### src/rtl/mem_arbiter_pkg.sv
// Shared types and defaults for the two-port memory arbiter.
// Holds the FSM state encoding and the requester-id type.
package mem_arbiter_pkg;

    localparam int ADDR_W_DEF = 5;
    localparam int DATA_W_DEF = 8;

    typedef enum logic [1:0] {
        IDLE   = 2'd0,
        ACCESS = 2'd1,
        RESP   = 2'd2
    } state_t;

    typedef logic req_id_t;

endpackage

### src/rtl/mem_arbiter_rr_arb2.sv
// Two-way round-robin arbiter with a last-served pointer.
// The pointer only moves when the caller reports a handshake.
module rr_arb2
    import mem_arbiter_pkg::*;
(
    input  logic       clk,
    input  logic       rst,
    input  logic [1:0] i_req,
    input  logic       i_update,
    output req_id_t    o_grant
);

    req_id_t r_last;
    req_id_t w_grant;

    // Reset value 1 means requester 0 wins the first tie.
    always_ff @(posedge clk or posedge rst) begin
        if (rst) begin
            r_last <= 1'b1;
        end else if (i_update) begin
            r_last <= w_grant;
        end
    end

    always_comb begin
        w_grant = ~r_last;
        case (i_req)
            2'b01:   w_grant = 1'b0;
            2'b10:   w_grant = 1'b1;
            default: w_grant = ~r_last;
        endcase
    end

    assign o_grant = w_grant;

endmodule

### src/rtl/mem_arbiter.sv
// Arbitrates two requesters onto one external single-port memory.
// Each access takes IDLE -> ACCESS -> RESP, one access per 3 cycles.
module mem_arbiter
    import mem_arbiter_pkg::*;
#(
    parameter int ADDR_W = ADDR_W_DEF,
    parameter int DATA_W = DATA_W_DEF
) (
    input  logic              clk,
    input  logic              rst,
    input  logic              req0_valid,
    input  logic              req0_we,
    input  logic [ADDR_W-1:0] req0_addr,
    input  logic [DATA_W-1:0] req0_wdata,
    output logic              req0_ready,
    output logic              rsp0_valid,
    output logic [DATA_W-1:0] rsp0_rdata,
    input  logic              req1_valid,
    input  logic              req1_we,
    input  logic [ADDR_W-1:0] req1_addr,
    input  logic [DATA_W-1:0] req1_wdata,
    output logic              req1_ready,
    output logic              rsp1_valid,
    output logic [DATA_W-1:0] rsp1_rdata,
    output logic              mem_we,
    output logic [ADDR_W-1:0] mem_addr,
    output logic [DATA_W-1:0] mem_din,
    input  logic [DATA_W-1:0] mem_dout
);

    state_t            r_state;
    state_t            w_state_nxt;
    logic              r_we;
    logic [ADDR_W-1:0] r_addr;
    logic [DATA_W-1:0] r_wdata;
    logic [DATA_W-1:0] r_rdata;
    req_id_t           r_id;

    req_id_t           w_grant;
    logic              w_sel_valid;
    logic              w_sel_we;
    logic [ADDR_W-1:0] w_sel_addr;
    logic [DATA_W-1:0] w_sel_wdata;
    logic              w_hs;

    rr_arb2 u_arb (
        .clk      (clk),
        .rst      (rst),
        .i_req    ({req1_valid, req0_valid}),
        .i_update (w_hs),
        .o_grant  (w_grant)
    );

    assign w_sel_valid = w_grant ? req1_valid : req0_valid;
    assign w_sel_we    = w_grant ? req1_we    : req0_we;
    assign w_sel_addr  = w_grant ? req1_addr  : req0_addr;
    assign w_sel_wdata = w_grant ? req1_wdata : req0_wdata;

    assign w_hs = (r_state == IDLE) && w_sel_valid && !rst;

    assign req0_ready = w_hs && (w_grant == 1'b0);
    assign req1_ready = w_hs && (w_grant == 1'b1);

    always_ff @(posedge clk or posedge rst) begin
        if (rst) begin
            r_state <= IDLE;
            r_we    <= 1'b0;
            r_addr  <= '0;
            r_wdata <= '0;
            r_id    <= 1'b0;
            r_rdata <= '0;
        end else begin
            r_state <= w_state_nxt;
            if (w_hs) begin
                r_we    <= w_sel_we;
                r_addr  <= w_sel_addr;
                r_wdata <= w_sel_wdata;
                r_id    <= w_grant;
            end
            // Sampled before the write lands, so writes return the old word.
            if (r_state == ACCESS) begin
                r_rdata <= mem_dout;
            end
        end
    end

    // rst gates the strobes combinationally so a write never reaches the edge.
    always_comb begin
        w_state_nxt = r_state;
        mem_we      = 1'b0;
        rsp0_valid  = 1'b0;
        rsp1_valid  = 1'b0;
        unique case (r_state)
            IDLE: begin
                if (w_hs) w_state_nxt = ACCESS;
            end
            ACCESS: begin
                w_state_nxt = RESP;
                mem_we      = r_we && !rst;
            end
            RESP: begin
                w_state_nxt = IDLE;
                rsp0_valid  = !r_id && !rst;
                rsp1_valid  = r_id && !rst;
            end
            default: w_state_nxt = IDLE;
        endcase
    end

    assign mem_addr   = r_addr;
    assign mem_din    = r_wdata;
    assign rsp0_rdata = r_rdata;
    assign rsp1_rdata = r_rdata;

endmodule

### config.mk
export PLATFORM = sky130hd
export DESIGN_NAME = mem_arbiter
export DESIGN_NICKNAME = d
export VERILOG_FILES = /design/src/rtl/mem_arbiter_pkg.sv /design/src/rtl/mem_arbiter_rr_arb2.sv /design/src/rtl/mem_arbiter.sv
export SDC_FILE = /design/constraint.sdc
export NUM_CORES = 1
export LEC_CHECK = 0
export CELL_PAD_IN_SITES_DETAIL_PLACEMENT = 1
export CELL_PAD_IN_SITES_GLOBAL_PLACEMENT = 1
export CORE_MARGIN = 1.5
export CORE_UTILIZATION = 29
export DETAILED_ROUTE_END_ITERATION = 7
export GPL_TIMING_DRIVEN = 1
export PLACE_DENSITY_LB_ADDON = 0.1
export SETUP_SLACK_MARGIN = 0.4
export SLEW_MARGIN = 25
export SYNTH_ARGS = -nofsm -noshare
export SYNTH_HDL_FRONTEND = slang
export SYNTH_SLANG_ARGS = --single-unit
### constraint.sdc
create_clock -name clk -period 4.1 [get_ports clk]
set_input_delay 0.82 -clock clk [delete_from_list [all_inputs] [get_ports clk]]
set_output_delay 0.82 -clock clk [all_outputs]
set_load 0.05 [all_outputs]
==> summary.txt <==
GRT
  – Initial antenna violation count: 0
  – Routing usage on met1: 0.189
  – Number of global-route vias before repair: 1345
  – Total GRT Usage: 0.167
  – Met3 usage: 0.0303
  – GR peak layer: met2
  – Pin count of the biggest net entering global routing: 31
  – First-pass GRT wire length: 6560 um
  – GRT Residual Overflow: 0
  – M2 GR Usage: 0.311

Floorplan
  – Die footprint: 4890 um^2
  – Num rows: 24
  – Initial Utilization: 0.301
  – Core box area: 4320 um^2
  – Die Span X: 70.0 um
  – I/O Pins: 74
  – Die H: 70.0 um

Clocking
  – CTS tree: yes
  – Postcts setup bufs: 0
  – CTS Buffer Depth: 2
  – Clock root cell: clkbuf_8
  – CTS H-tree depth: 1
  – Worst skew pair latency: 270 ps
  – Inserted Clock Buffers: 3
  – Post-CTS Resized: 0
  – # clock sinks: 26
  – Worst-path clk slew: 90 ps
  – Quantity of hold-fixing buffers added after cts: 0

Worst setup path
  – Worst path depth: 8
  – Reg2Reg Depth: 5
  – Worst-path cell chain: clkdlybuf4s50_1 -> inv_1 -> ha_1 -> or4_4 -> clkinv_2 -> nand2_1 -> nor2_1 -> buf_12
  – Crit path buffers/inverters: 4
  – Worst Path Required: 3280 ps
  – CP Class: input port to output pin
  – Largest delay contributor family on the critical path: simple AND/OR/NAND/NOR gates
  – Setup crit end: req0_ready
  – Type of origin of the critical path: input port
  – FF-to-FF Start: r_state[1]
  – Worst reg2reg endpoint: mem_din[0]
  – Reg2reg setup slack: 2470 ps
  – CP Launch Point: req0_valid
  – Critical Path AT: 2620 ps
  – Largest stage delay, worst path: 510 ps
  – Max FO, Critical Path: 3
  – CP max stage cell: or4_4
  – CP Capture Type: output pin

Timing
  – Max-slew headroom: 0.655
  – Minimum clock period: 3440 ps
  – Final setup violation count: 0
  – Fin Setup TNS: 0 ps
  – Unrepaired setup endpoints after global routing: false
  – Worst slew pin tran: 516 ps
  – Final Max Slew Viols: 0
  – Fmax: 0.291 GHz
  – Final Skew: 5.90 ps
  – Tcrit/Tclk final: 0.838
  – Endpoints failing hold: 0

Synthesis
  – Top_reg_cell synth: dfrtp_1
  – Mapped Cells: 132
  – Cell area after synthesis: 1300 um^2
  – Biggest area consumer among synthesized cells: dfrtp_1
  – Sequential area share after synthesis: 0.501
  – Syn_area_per_cell: 9.85 um^2
  – Ys async rst share: 1.00
  – Ranking of synthesized cells by area: dfrtp_1 48%, mux2_2 6.9%, a31oi_1 6.7%
  – FF+latch count, synth: 26
  – Post-synth EDFFs: 0
  – Synth warn: 0
  – Mapped Nets: 175
  – Yosys top cell area share: 0.481
  – Cell variety after synth: 27

Drt
  – Routed wire length: 3930 um
  – Drt first pass iters: 4
  – DR WL/cell: 15.9 um
  – Residual DRC: 0
  – Initial drt markers: 44
  – Detail Route Antenna Nets: 0
  – Vias per cell: 5.01
  – Vias: 1242

Pwr
  – Clk pwr share: 0.118
  – Sequential share of power: 0.304
  – Leak Pwr: 0.850 nW
  – Pint: 666 uW
  – Peak VDD IR: 0.267 mV
  – Net Sw Frac: 0.474
  – Comb pwr share: 0.578
  – P_sw: 600 uW
  – Pwr dens: 614 nW/um^2

Layout
  – Syn-to-layout area delta: 58.6%
  – Fraction of layout cells with a size suffix above 1: 0.112
  – Fin util: 0.477
  – Nets@finish: 240
  – Antenna diode count: 0

Placed design
  – Port bufs: 73
  – Gpl congestion: 0.842
  – Post-DP HPWL: 2970 um

Run status
  – Status: complete, no violations

Flow run
  – Maxcap violations: 0

Hold path
  – Hold crit path type: register to register
placed cells by master (no fill, tap or decap), types with 3 or more instances in the layout:
cell type	n
dfrtp_1	25
a31oi_1	14
inv_1	4
ha_1	3
nor2_1	16
clkbuf_8	3
o21ai_0	14
nand2_1	3
mux2_2	8
nand3_1	14
clkdlybuf4s50_1	70
buf_4	6
worst min-delay path by stage:
stage	startpoint	to	slack, ps	depth (start not counted)
floorplan	r_id	r_id	500	1
detailed placement	rsp0_rdata[4]	rsp0_rdata[4]	520	1
finish	rsp0_rdata[4]	rsp0_rdata[4]	530	1
global route	rsp0_rdata[4]	rsp0_rdata[4]	570	1
CTS	rsp0_rdata[4]	rsp0_rdata[4]	540	1
global placement	rsp0_rdata[2]	rsp0_rdata[2]	510	1
kinds of logic after synthesis:
| logic type | Yosys count | share of synthesized area |
|---|---|---|
| multiplexers | 8 | 0.0693 |
| adder cells (fa/ha/maj) | 3 | 0.0289 |
| AO/OA/AOI/OAI | 31 | 0.138 |
| buffers and inverters | 22 | 0.103 |
| AND/OR/NAND/NOR | 42 | 0.160 |
| flip-flops | 26 | 0.501 |
power groups by stage:
| stage | Clock, mW | Sequential, mW | Combinational [mW] |
|---|---|---|---|
| final | 0.150 | 0.385 | 0.732 |
| after CTS | 0.154 | 0.387 | 0.740 |
| after detailed placement | 0 | 0.392 | 0.739 |
| after floorplan | 0 | 0.614 | 0.279 |
| after global placement | 0 | 0.385 | 0.727 |
| after global routing | 0.165 | 0.399 | 0.767 |
worst reg2reg max path: stages, from the launching register on:
cell and delay, ps:
dfrtp_1 410, or4_4 570, clkinv_2 70, buf_4 290
nor2_1 80, a31oi_1 160
layer usage:
metal  share of wire  vias up  wire [um]
li1                -      580          -
met1            0.40      607       1570
met2            0.53       49       2100
met3           0.050        6        195
met4           0.017        0         67
met5               0        -          0
cell usage after synthesis, types with 2 or more instances:
cell type,instances
ha_1,3
dfrtp_1,25
inv_1,4
buf_6,2
nand2_1,3
mux2_2,8
buf_4,9
nor2_1,16
clkbuf_1,5
a31oi_1,14
nand3_1,14
o21ai_0,14
final cells by class:
cell class	instances	area (um^2)
repair buffers	77	766
fillers	499	2260
flip-flops and latches	26	652
multi-input cells	84	514
clock buffers	4	45.0
well taps	52	65.1
inverters	5	20.0
stage by stage:
step	setup WS (ps)	hold WS, ps	power, mW	cell area, um^2	cells
3_5_place_dp	649	522	1.13	2020	244
4_1_cts	649	543	1.28	2060	248
6_report	664	535	1.27	2060	248
3_3_place_gp	755	508	1.11	2020	244
5_1_grt	575	566	1.33	2060	248
2_1_floorplan	712	497	0.894	1300	132
sequential cells by signal, summed over array words and instances (netlist names):
name,flops
rsp0_rdata,8
u_arb.r_last,1
r_id,1
r_state,2
r_we,1
mem_addr,5
mem_din,8
No activity file was read; power rests on OpenSTA's default activity.
